### src/rtl/level_pkg.sv
// rtl/level_pkg.sv - alarm states, LED encodings and ladder-word helpers for level_alarm_ctrl
//
// Contents:
//   alarm_state_t  : NORMAL / LOW / HIGH / FAULT (2-bit encoding seen on alarm_state)
//   LED_*          : LED pattern per state, bit 0 LOW, bit 1 NORMAL, bit 2 HIGH
//   led_of         : state -> LED pattern
//   thermo_valid   : word has the form 0..01..1 (all-zero and all-one included)
//   popcount       : number of set bits
// The helpers take a WORD_MAX-bit argument; callers zero-extend their N-bit word,
// so any ladder up to WORD_MAX sensors is supported.

package level_pkg;

    typedef enum logic [1:0] {
        ALARM_NORMAL = 2'd0,
        ALARM_LOW    = 2'd1,
        ALARM_HIGH   = 2'd2,
        ALARM_FAULT  = 2'd3
    } alarm_state_t;

    localparam logic [2:0] LED_LOW    = 3'b001;
    localparam logic [2:0] LED_NORMAL = 3'b010;
    localparam logic [2:0] LED_HIGH   = 3'b100;
    localparam logic [2:0] LED_FAULT  = 3'b111;

    localparam int WORD_MAX = 64;

    function automatic logic [2:0] led_of(input alarm_state_t s);
        logic [2:0] led;
        case (s)
            ALARM_LOW:   led = LED_LOW;
            ALARM_HIGH:  led = LED_HIGH;
            ALARM_FAULT: led = LED_FAULT;
            default:     led = LED_NORMAL;
        endcase
        return led;
    endfunction

    // A zero-extended thermometer word plus one is a power of two (or zero for
    // an all-ones WORD_MAX word), so it shares no set bit with the word itself.
    function automatic logic thermo_valid(input logic [WORD_MAX-1:0] w);
        return (w & (w + WORD_MAX'(1))) == '0;
    endfunction

    function automatic logic [6:0] popcount(input logic [WORD_MAX-1:0] w);
        logic [6:0] n;
        n = '0;
        for (int i = 0; i < WORD_MAX; i++) begin
            n = n + 7'(w[i]);
        end
        return n;
    endfunction

endpackage

### src/rtl/level_alarm_ctrl_if.sv
// rtl/level_alarm_ctrl_if.sv - board-side signal bundle of level_alarm_ctrl
//
// Raw inputs:  sensors_input, setup_input (N_SENSORS each), saveH_button, saveL_button
// Outputs:     level, thr_high, thr_low (LW each), alarm_state (2), LED (3), fault, save_err
// Modports:    master - board / display side (drives raw inputs, reads status)
//              slave  - the level_alarm_ctrl core

interface level_alarm_ctrl_if #(
    parameter int N_SENSORS = 8
);
    localparam int LW = $clog2(N_SENSORS + 1);

    logic [N_SENSORS-1:0] sensors_input;
    logic [N_SENSORS-1:0] setup_input;
    logic                 saveH_button;
    logic                 saveL_button;

    logic [LW-1:0]        level;
    logic [LW-1:0]        thr_high;
    logic [LW-1:0]        thr_low;
    logic [1:0]           alarm_state;
    logic [2:0]           LED;
    logic                 fault;
    logic                 save_err;

    modport master (
        output sensors_input, setup_input, saveH_button, saveL_button,
        input  level, thr_high, thr_low, alarm_state, LED, fault, save_err
    );

    modport slave (
        input  sensors_input, setup_input, saveH_button, saveL_button,
        output level, thr_high, thr_low, alarm_state, LED, fault, save_err
    );

endinterface

### src/rtl/level_debounce.sv
// rtl/level_debounce.sv - 2-flop synchroniser followed by a W-bit debouncer
//
// Ports:
//   clk  : system clock
//   rst  : synchronous active-high reset, clears every stage to 0
//   din  : raw asynchronous input word
//   dout : debounced word; follows din 2 + CYCLES cycles after a stable change
// Parameters: W (word width), CYCLES (consecutive equal samples required)

module level_debounce #(
    parameter int W      = 1,
    parameter int CYCLES = 1_000_000
) (
    input  logic         clk,
    input  logic         rst,
    input  logic [W-1:0] din,
    output logic [W-1:0] dout
);

    localparam int           CW       = $clog2(CYCLES + 1);
    localparam logic [CW-1:0] CNT_ONE  = CW'(1);
    localparam logic [CW-1:0] CNT_LAST = CW'(CYCLES - 1);
    localparam logic [CW-1:0] CNT_MAX  = CW'(CYCLES);

    logic [W-1:0]  sync1;
    logic [W-1:0]  sync2;
    logic [W-1:0]  cand;
    logic [W-1:0]  stable;
    logic [CW-1:0] cnt;

    // The sample that changes the candidate is itself the first equal sample,
    // so the counter restarts at one; it saturates once the run is long enough.
    always_ff @(posedge clk) begin
        if (rst) begin
            sync1  <= '0;
            sync2  <= '0;
            cand   <= '0;
            stable <= '0;
            cnt    <= '0;
        end else begin
            sync1 <= din;
            sync2 <= sync1;
            if (sync2 != cand) begin
                cand <= sync2;
                cnt  <= CNT_ONE;
                if (CYCLES == 1) begin
                    stable <= sync2;
                end
            end else if (cnt != CNT_MAX) begin
                cnt <= cnt + CNT_ONE;
                if (cnt == CNT_LAST) begin
                    stable <= cand;
                end
            end
        end
    end

    assign dout = stable;

endmodule

### src/rtl/level_alarm_ctrl.sv
// rtl/level_alarm_ctrl.sv - N-sensor level decode, threshold store and hysteretic alarm FSM
//
// Ports:
//   clk_100MHz   : system clock
//   reset_button : synchronous active-high reset
//   bus          : level_alarm_ctrl_if.slave (raw sensors/setup/save inputs,
//                  level, thresholds, alarm_state, LED, fault, save_err outputs)
// Parameters: N_SENSORS (<= WORD_MAX), DEBOUNCE_CYCLES, HYST
// Build option: LEVEL_FAULT_LATCH_EN - when defined, FAULT is left only through reset.

module level_alarm_ctrl
    import level_pkg::*;
#(
    parameter int N_SENSORS       = 8,
    parameter int DEBOUNCE_CYCLES = 1_000_000,
    parameter int HYST            = 1
) (
    input  logic              clk_100MHz,
    input  logic              reset_button,
    level_alarm_ctrl_if.slave bus
);

    localparam int LW  = $clog2(N_SENSORS + 1);
    localparam int LWX = LW + 1;
    localparam logic [LWX-1:0] HYST_X = LWX'(HYST);

    logic [N_SENSORS-1:0] sens_db;
    logic [N_SENSORS-1:0] setup_db;
    logic                 save_h_db;
    logic                 save_l_db;

    logic [LW-1:0] level_q;
    logic [LW-1:0] thr_high_q;
    logic [LW-1:0] thr_low_q;
    alarm_state_t  state_q;
    alarm_state_t  state_n;
    logic [2:0]    led_q;
    logic          fault_q;
    logic          save_err_q;
    logic          save_h_prev;
    logic          save_l_prev;

    level_debounce #(.W(N_SENSORS), .CYCLES(DEBOUNCE_CYCLES)) u_db_sensors (
        .clk  (clk_100MHz),
        .rst  (reset_button),
        .din  (bus.sensors_input),
        .dout (sens_db)
    );

    level_debounce #(.W(N_SENSORS), .CYCLES(DEBOUNCE_CYCLES)) u_db_setup (
        .clk  (clk_100MHz),
        .rst  (reset_button),
        .din  (bus.setup_input),
        .dout (setup_db)
    );

    level_debounce #(.W(1), .CYCLES(DEBOUNCE_CYCLES)) u_db_save_h (
        .clk  (clk_100MHz),
        .rst  (reset_button),
        .din  (bus.saveH_button),
        .dout (save_h_db)
    );

    level_debounce #(.W(1), .CYCLES(DEBOUNCE_CYCLES)) u_db_save_l (
        .clk  (clk_100MHz),
        .rst  (reset_button),
        .din  (bus.saveL_button),
        .dout (save_l_db)
    );

    logic          sens_ok;
    logic          setup_ok;
    logic [LW-1:0] sens_level;
    logic [LW-1:0] cand;
    logic          rise_h;
    logic          rise_l;

    assign sens_ok    = thermo_valid(WORD_MAX'(sens_db));
    assign setup_ok   = thermo_valid(WORD_MAX'(setup_db));
    assign sens_level = LW'(popcount(WORD_MAX'(sens_db)));
    assign cand       = LW'(popcount(WORD_MAX'(setup_db)));
    assign rise_h     = save_h_db & ~save_h_prev;
    assign rise_l     = save_l_db & ~save_l_prev;

    // Hysteresis bounds are one bit wider than a level so thr_low + HYST cannot
    // wrap; the explicit guard keeps thr_high - HYST from wrapping below zero.
    logic [LWX-1:0] level_x;
    logic [LWX-1:0] thr_high_x;
    logic [LWX-1:0] thr_low_x;
    logic           high_exit;
    logic           low_exit;

    assign level_x    = {1'b0, level_q};
    assign thr_high_x = {1'b0, thr_high_q};
    assign thr_low_x  = {1'b0, thr_low_q};
    assign high_exit  = (thr_high_x >= HYST_X) && (level_x <= (thr_high_x - HYST_X));
    assign low_exit   = level_x >= (thr_low_x + HYST_X);

    // A bubble in the debounced ladder overrides every other transition. The
    // bubble is taken straight from the debounced word, so FAULT is entered on
    // the same edge that would otherwise have updated level.
    always_comb begin
        state_n = state_q;
        if (!sens_ok) begin
            state_n = ALARM_FAULT;
        end else begin
            case (state_q)
                ALARM_NORMAL: begin
                    if (level_q > thr_high_q) begin
                        state_n = ALARM_HIGH;
                    end else if (level_q < thr_low_q) begin
                        state_n = ALARM_LOW;
                    end
                end
                ALARM_HIGH: begin
                    // A drop below thr_low still passes through NORMAL first.
                    if (high_exit) begin
                        state_n = ALARM_NORMAL;
                    end
                end
                ALARM_LOW: begin
                    if (level_q > thr_high_q) begin
                        state_n = ALARM_HIGH;
                    end else if (low_exit) begin
                        state_n = ALARM_NORMAL;
                    end
                end
                ALARM_FAULT: begin
`ifdef LEVEL_FAULT_LATCH_EN
                    state_n = ALARM_FAULT;
`else
                    state_n = ALARM_NORMAL;
`endif
                end
                default: state_n = ALARM_NORMAL;
            endcase
        end
    end

    always_ff @(posedge clk_100MHz) begin
        if (reset_button) begin
            level_q     <= '0;
            thr_high_q  <= LW'(N_SENSORS);
            thr_low_q   <= '0;
            state_q     <= ALARM_NORMAL;
            led_q       <= LED_NORMAL;
            fault_q     <= 1'b0;
            save_err_q  <= 1'b0;
            save_h_prev <= 1'b0;
            save_l_prev <= 1'b0;
        end else begin
            save_h_prev <= save_h_db;
            save_l_prev <= save_l_db;

            if (sens_ok) begin
                level_q <= sens_level;
            end

            state_q <= state_n;
            led_q   <= led_of(state_n);
            fault_q <= (state_n == ALARM_FAULT);

            save_err_q <= 1'b0;
            if (rise_h && rise_l) begin
                // Ambiguous request: neither threshold moves.
                save_err_q <= 1'b1;
            end else if (rise_h) begin
                if (setup_ok && (cand > thr_low_q)) begin
                    thr_high_q <= cand;
                end else begin
                    save_err_q <= 1'b1;
                end
            end else if (rise_l) begin
                if (setup_ok && (cand < thr_high_q)) begin
                    thr_low_q <= cand;
                end else begin
                    save_err_q <= 1'b1;
                end
            end
        end
    end

    assign bus.level       = level_q;
    assign bus.thr_high    = thr_high_q;
    assign bus.thr_low     = thr_low_q;
    assign bus.alarm_state = state_q;
    assign bus.LED         = led_q;
    assign bus.fault       = fault_q;
    assign bus.save_err    = save_err_q;

endmodule

### src/flat_wrapper.sv
// flat-port wrapper written by rule: the top's interface ports become plain ports
module level_alarm_ctrl_flat import level_pkg::*;
#(
    parameter int N_SENSORS       = 8,
    parameter int DEBOUNCE_CYCLES = 1_000_000,
    parameter int HYST            = 1
)
  (clk_100MHz, reset_button, bus_sensors_input, bus_setup_input, bus_saveH_button, bus_saveL_button, bus_level, bus_thr_high, bus_thr_low, bus_alarm_state, bus_LED, bus_fault, bus_save_err);
  level_alarm_ctrl_if #(.N_SENSORS(N_SENSORS)) bus_i ();
  input  logic clk_100MHz;
  input  logic reset_button;
  input wire logic [$bits(bus_i.sensors_input)-1:0] bus_sensors_input;
  input wire logic [$bits(bus_i.setup_input)-1:0] bus_setup_input;
  input wire logic [$bits(bus_i.saveH_button)-1:0] bus_saveH_button;
  input wire logic [$bits(bus_i.saveL_button)-1:0] bus_saveL_button;
  output wire logic [$bits(bus_i.level)-1:0] bus_level;
  output wire logic [$bits(bus_i.thr_high)-1:0] bus_thr_high;
  output wire logic [$bits(bus_i.thr_low)-1:0] bus_thr_low;
  output wire logic [$bits(bus_i.alarm_state)-1:0] bus_alarm_state;
  output wire logic [$bits(bus_i.LED)-1:0] bus_LED;
  output wire logic [$bits(bus_i.fault)-1:0] bus_fault;
  output wire logic [$bits(bus_i.save_err)-1:0] bus_save_err;
  assign bus_i.sensors_input = bus_sensors_input;
  assign bus_i.setup_input = bus_setup_input;
  assign bus_i.saveH_button = bus_saveH_button;
  assign bus_i.saveL_button = bus_saveL_button;
  assign bus_level = bus_i.level;
  assign bus_thr_high = bus_i.thr_high;
  assign bus_thr_low = bus_i.thr_low;
  assign bus_alarm_state = bus_i.alarm_state;
  assign bus_LED = bus_i.LED;
  assign bus_fault = bus_i.fault;
  assign bus_save_err = bus_i.save_err;
  level_alarm_ctrl #(.N_SENSORS(N_SENSORS), .DEBOUNCE_CYCLES(DEBOUNCE_CYCLES), .HYST(HYST)) u_core (.clk_100MHz(clk_100MHz), .reset_button(reset_button), .bus(bus_i));
endmodule
### config.mk
export PLATFORM = sky130hd
export DESIGN_NAME = level_alarm_ctrl_flat
export DESIGN_NICKNAME = d
export VERILOG_FILES = /design/src/rtl/level_pkg.sv /design/src/rtl/level_alarm_ctrl_if.sv /design/src/rtl/level_debounce.sv /design/src/rtl/level_alarm_ctrl.sv /design/src/flat_wrapper.sv
export SDC_FILE = /design/constraint.sdc
export NUM_CORES = 1
export LEC_CHECK = 0
export ABC_AREA = 1
export CELL_PAD_IN_SITES_DETAIL_PLACEMENT = 1
export CELL_PAD_IN_SITES_GLOBAL_PLACEMENT = 2
export CORE_MARGIN = 4
export CORE_UTILIZATION = 38
export DETAILED_ROUTE_END_ITERATION = 8
export PLACE_DENSITY_LB_ADDON = 0.1
export SLEW_MARGIN = 10
export SYNTH_ARGS = -nofsm -noshare
export SYNTH_HDL_FRONTEND = slang
export SYNTH_SLANG_ARGS = --single-unit
### constraint.sdc
create_clock -name clk_100MHz -period 9.9 [get_ports clk_100MHz]
set_clock_uncertainty 0.2 [all_clocks]
set_input_delay 1.98 -clock clk_100MHz [delete_from_list [all_inputs] [get_ports clk_100MHz]]
set_output_delay 1.98 -clock clk_100MHz [all_outputs]
set_load 0.05 [all_outputs]
# Word-level counts from Yosys, hierarchy flattened
# Index checks and enable logic that the tools add are counted.
dict set report word_totals {
  regBits 173
  word_cells 134
}
dict set report op_classes {
  muxes 21
  magnitude_cmp 7
  n_reduce_logical 21
  bitwise 12
  eq_ne 18
  add_sub_neg 22
}
# cell n
set ops {}
lappend ops {{8-bit by 64-bit AND with 64-bit output} 2}
lappend ops {{64-bit logical NOT} 2}
lappend ops {{20-bit by 1-bit adder with 20-bit output (second input constant)} 4}
lappend ops {{20-bit == test (second input constant)} 4}
lappend ops {{20-bit != test (second input constant)} 4}
lappend ops {{4-bit by 1-bit adder with 4-bit output} 12}
lappend ops {{8-bit by 1-bit adder with 9-bit output (second input constant)} 2}
lappend ops {{8-bit != test} 2}
lappend ops {{3-bit AND reduction} 5}
lappend ops {{1-bit two-way mux} 13}
lappend ops {{2-bit two-way mux} 6}
lappend ops {{3-bit one-hot mux with 3 select lines} 1}
lappend ops {{2-bit == test (second input constant)} 4}
lappend ops {{4-bit greater-than comparator} 2}
lappend ops {{4-bit less-than comparator} 2}
lappend ops {{1-bit inverter} 8}
lappend ops {{2-bit one-hot mux with 4 select lines} 1}
lappend ops {{2-bit nonzero test} 4}
lappend ops {{2-bit OR reduction} 4}
lappend ops {{4-bit by 1-bit adder with 5-bit output (second input constant)} 1}
lappend ops {{4-bit by 5-bit >= comparator with 1-bit output} 1}
lappend ops {{4-bit by 5-bit less-or-equal comparator with 1-bit output} 1}
lappend ops {{4-bit by 1-bit subtractor with 5-bit output (second input constant)} 1}
lappend ops {{1-bit by 1-bit adder with 2-bit output} 2}
lappend ops {{other kinds (7)} 13}

# Logic depth before layout (Yosys ltp)
dict set report depth {
  depth_word 13
  ltp_mapped 19
}

# By module
# Synthesis repeated with hierarchy kept, for this count alone.
dict set report hier_totals {
  cells_unflattened 1276
  area_unflattened_um2 9049.9
}
# module instances cells_per_inst seq_area_each_um2 area_each_um2
set modules_own_cells {}
lappend modules_own_cells {{level_debounce (u_core.u_db_save_h ...)} 2 184 480.5 1237.4}
lappend modules_own_cells {{level_debounce (u_core.u_db_setup)} 1 335 1041.0 2352.3}
lappend modules_own_cells {{level_debounce (u_core.u_db_sensors)} 1 306 1041.0 2243.4}
lappend modules_own_cells {level_alarm_ctrl 1 267 400.4 1979.4}

# Worst setup path after synthesis
# No wires, ideal clock.
dict set report synth_timing {
  path_type {register to register}
  startpoint {register u_core.u_db_setup.stable[0], in the netlist u_core.u_db_setup.dout[0]}
  endpoint {register u_core.thr_high_q[0], in the netlist u_core.bus.thr_high[0]}
  setup_slack_ns 6.057
  stages_incl_launch_ff 18
  required_ns 9.586
  n_path_buf 0
  arrival_time_ns 3.528
  cell_sequence {dfxtp_1 > inv_1 > ha_1 > fa_1 > fa_1 > inv_1 > fa_1 > inv_1 > fa_1 > xor2_1 > inv_1 > ha_1 > nand2_1 > o21bai_1 > a22oi_1 > nand3_1 > nor2_1 > nor2_1}
}
dict set report synth_between {
  elab_chain_cells 10
  word_cells_on_any_way 13
  cone_classes {add/sub: 8; order compare: 1; bitwise: 1; reduce/logical: 3}
}
# element line_no
set synth_lines {}
lappend synth_lines {{start, declared} level_debounce.sv:28} ;# logic [W-1:0] stable;
lappend synth_lines {{start signal, assigned} level_debounce.sv:47} ;# stable <= sync2;
lappend synth_lines {{start signal, assigned} level_debounce.sv:52} ;# stable <= cand;
lappend synth_lines {{1-bit by 1-bit adder with 2-bit output} level_pkg.sv:49} ;# n = n + 7'(w[i]);
lappend synth_lines {{4-bit by 1-bit adder with 4-bit output (6 in series)} level_pkg.sv:49}
lappend synth_lines {{net u_core.cand[2]} level_alarm_ctrl.sv:74} ;# logic [LW-1:0] cand;
lappend synth_lines {{4-bit greater-than comparator} level_alarm_ctrl.sv:168} ;# if (setup_ok && (cand > thr_low_q)) begin
lappend synth_lines {{1-bit logical AND} level_alarm_ctrl.sv:168}
lappend synth_lines {{3-bit AND reduction (no line)} n/a}
lappend synth_lines {{end signal, assigned} level_alarm_ctrl.sv:143} ;# thr_high_q <= LW'(N_SENSORS);
lappend synth_lines {{end signal, assigned} level_alarm_ctrl.sv:169} ;# thr_high_q <= cand;
lappend synth_lines {{end, declared} level_alarm_ctrl.sv:33} ;# logic [LW-1:0] thr_high_q;
# The timed path passes the listed nets, and every way through them passes these cells.
# A chain may end at the register's enable or synchronous reset.

# Worst setup path in the final report
dict set report layout_timing {
  startpoint {register u_core.u_db_setup.stable[0], in the netlist u_core.u_db_setup.dout[0]}
  endpoint {register u_core.thr_high_q[1], in the netlist u_core.bus.thr_high[1]}
}
# The elaborated chain is that of the path after synthesis.

==> results.json <==
{
  "min_from": "u_core.u_db_sensors.sync1[6]",
  "grt_max_degree": 68,
  "min_period_ns": 4.31,
  "drc": 0,
  "area_growth_pct": 14.6,
  "cts_resized": 0,
  "reg2reg_to": "u_core.bus.thr_high[1]",
  "vias": 7034,
  "postCtsSetupBuffers": 0,
  "clk_pin_slew_ns": 0.07,
  "synth_top_area_share_pct": 40.6,
  "wirelength_mm": 18.8,
  "netlist_instances": 1179,
  "clkPwrFrac_pct": 46.2,
  "synth_compound_area_share_pct": 6.50,
  "synthTopCellsByCount": "230 x nand2_1, 199 x nor2_1, 197 x inv_1",
  "cts_tree": "built",
  "fin_util_pct": 44.3,
  "place_congestion": 0.747,
  "clockBufferDepth": 2,
  "grt_overflow_total": 0,
  "cp_max_fo": 7,
  "portBuffers": 38,
  "maxCapViolations": 0,
  "num_antenna_cells": 0,
  "synth_top_family_by_area": "simple AND/OR/NAND/NOR gates",
  "hp-class": "flop to flop",
  "yosysWarnings": 0,
  "grt_pass1_wl_mm": 33.2,
  "min_delay_path_depth": 2,
  "fmax_mhz": 232,
  "total_power_uw": 1430,
  "cp_data_arrival_time_ns": 4.48,
  "outcome": "finished, final reports clean",
  "avgViaCountPerCell": 4.65,
  "required_ns": 10.07,
  "seqCellArea_mm2": 0.00344,
  "irDropWorstVdd_mv": 0.108,
  "synth_top_area_cell": "dfxtp_1",
  "multi_input_area_mm2": 0.00416,
  "async_flop_share_pct": 0,
  "fin_nets": 1294,
  "drtPass1Iterations": 4,
  "end_kind": "flop",
  "clock_latency_ns": 0.44,
  "layout-drive-gt1-share_pct": 6.48,
  "max_stage_delay_ns": 0.50,
  "cts.htree.levels": 4,
  "syn-num-nets": 1251,
  "rsz0062_at_grt": "false",
  "fill_cells": 2783,
  "die_x_um": 157,
  "leakage_uw": 0.00413,
  "die_area_mm2": 0.0247,
  "track_usage_pct": 16.3,
  "fin_crit_sh_pct": 43.6,
  "fin_tns_setup_ns": 0,
  "die_h_um": 157,
  "setup_viol": 0,
  "core_area_mm2": 0.0219,
  "whs_endpoint": "u_core.u_db_sensors.sync2[6]",
  "net-switching-power_uw": 343,
  "cp_num_buf_inv": 4,
  "cts_made_buffers": 17,
  "crit_chain": "inv_1 -> ha_1 -> fa_1 -> fa_1 -> inv_1 -> fa_1 -> inv_1 -> fa_1 -> xor2_1 -> inv_1 -> ha_1 -> nand2_1 -> o21bai_1 -> a22oi_1 -> nand3_1 -> nand2_1 -> nand2_1 -> nor2_1",
  "synth_edf_count": 0,
  "relSlewSlack_pct": 50.2,
  "regToRegSetupSlack_ns": 5.59,
  "path_class": "flop to flop",
  "synth_mux_area_share_pct": 0,
  "hold_viol_final": 0,
  "postRouteAntennaNets": 0,
  "swShare_pct": 24.1,
  "reg2reg_depth": 18,
  "cts_num_sinks": 172,
  "cp_top_family": "adder cells",
  "power_frac_seq_pct": 49.9,
  "antenna_found_initial": 0,
  "power.internal_uw": 1080,
  "dpl.hpwl_mm": 13.9,
  "wl_per_cell_um": 12.4,
  "yosys.area_share.simple_pct": 30.9,
  "ys_ff_latch": 172,
  "synthFlopType": "dfxtp_1",
  "avgSynthCellArea_um2": 7.18,
  "setup_ws_ns": 5.59,
  "synthTopCellsByArea": "dfxtp_1 41%, nand2_1 10%, nor2_1 8.8%",
  "ys_types": 41,
  "ios": 39,
  "yosys.area_share.adder_pct": 8.39,
  "synth_xor_area_share_pct": 3.31,
  "drtIter0Drc": 184,
  "powerDensity_mw_per_mm2": 147,
  "cts_root_buf": "clkbuf_16",
  "postCtsHoldBufs": 0,
  "cp.depth": 18,
  "startpoint_type": "flop",
  "rows": 54,
  "grt_pass1_vias": 7085,
  "drv_slew": 0,
  "tightest_slew_ns": 0.746,
  "synth_most_common_cell": "nand2_1",
  "ys_seq_area_share_pct": 40.6,
  "slowest_stage": "fa_1",
  "synth_area_mm2": 0.00847,
  "rr_startpoint": "u_core.u_db_setup.dout[0]",
  "initial_core_util_pct": 38.7,
  "p_comb_share_pct": 3.9,
  "dp_slack_ns": 5.15
}
## per-stage QoR
stage	cells	area, um^2	hold slack, ns
2_1_floorplan	1179	8470	0.188
3_3_place_gp	1483	9140	0.193
3_5_place_dp	1483	9140	0.196
4_1_cts	1514	9700	0.206
5_1_grt	1514	9700	0.224
6_report	1514	9700	0.203
## area by class of cell
cell class	count	area share, %
clock inverter	13	1.34
tap	280	3.61
multi-input combinational	781	42.9
inverter	210	8.12
clock buffer	18	4.53
timing repair buffer	40	4.02
sequential	172	35.5
## registers in the layout, summed over array words and instances, names as in the netlist, 3 cells and up
register / cells
u_core.u_db_sensors.cnt: 20
u_core.bus.thr_low: 4
u_core.u_db_setup.cand: 8
u_core.u_db_setup.sync2: 8
u_core.u_db_setup.cnt: 20
u_core.bus.LED: 3
u_core.u_db_sensors.sync2: 8
u_core.u_db_setup.sync1: 8
u_core.bus.level: 4
u_core.u_db_sensors.sync1: 8
u_core.u_db_sensors.dout: 8
u_core.u_db_save_l.cnt: 20
u_core.bus.thr_high: 4
u_core.u_db_setup.dout: 8
u_core.u_db_save_h.cnt: 20
u_core.u_db_sensors.cand: 8
## cell families (layout without fill, tap and decap cells)
group / after synthesis / after routing
and+or+nand+nor: 590 / 590
buffers and inverters: 226 / 281
AOI/OAI and AO/OA: 107 / 107
DFF: 172 / 172
xor gates and xnor gates: 32 / 32
adders and majority gates: 52 / 52
## placed cells by master (no fill, tap or decap), types with 15 or more instances in the layout
cell / n
dfxtp_1: 172
ha_1: 44
inv_1: 197
nor2_1: 199
nor3_1: 25
xnor2_1: 15
a21oi_1: 64
clkbuf_16: 17
clkdlybuf4s50_1: 37
nand2_1: 230
nand3_1: 48
xor2_1: 17
nand4_1: 36
o21ai_0: 35
## power by group through the flow
stage	clock, uW	sequential (uW)	combinational (uW)
3_3_place_gp	0	727	55.3
4_1_cts	686	711	57.0
2_1_floorplan	0	725	37.5
3_5_place_dp	0	727	56.7
6_report	659	711	54.9
5_1_grt	714	713	64.0
## how the worst max path moves through the flow
stage	startpoint	endpoint	slack, ns
3_3_place_gp	reset_button	u_core.u_db_setup.cnt[10]	5.18
5_1_grt	u_core.u_db_setup.dout[0]	u_core.bus.thr_high[1]	5.26
3_5_place_dp	reset_button	u_core.u_db_setup.cnt[10]	5.15
2_1_floorplan	u_core.u_db_setup.dout[0]	u_core.bus.thr_high[0]	6.06
4_1_cts	u_core.u_db_setup.dout[0]	u_core.bus.thr_high[1]	5.57
6_report	u_core.u_db_setup.dout[0]	u_core.bus.thr_high[1]	5.59
## layer usage
layer  vias to the layer above  GRT usage [%]  share of wire, %  wire length, um
li1                       3753              -                 -                -
met1                      3220           21.3                50             9490
met2                        45           27.4                46             8720
met3                        16           3.05               2.2              413
met4                         0           4.79               1.2              229
met5                         -              0                 0                0
## worst min-delay path: cells and delay by family (launching register included)
family / cells / cell delay (ns)
and+or+nand+nor: 1 / 0.03
DFF: 1 / 0.30
buffers and inverters: 1 / 0.04
Note: power is estimated with default switching activity, not from simulation.
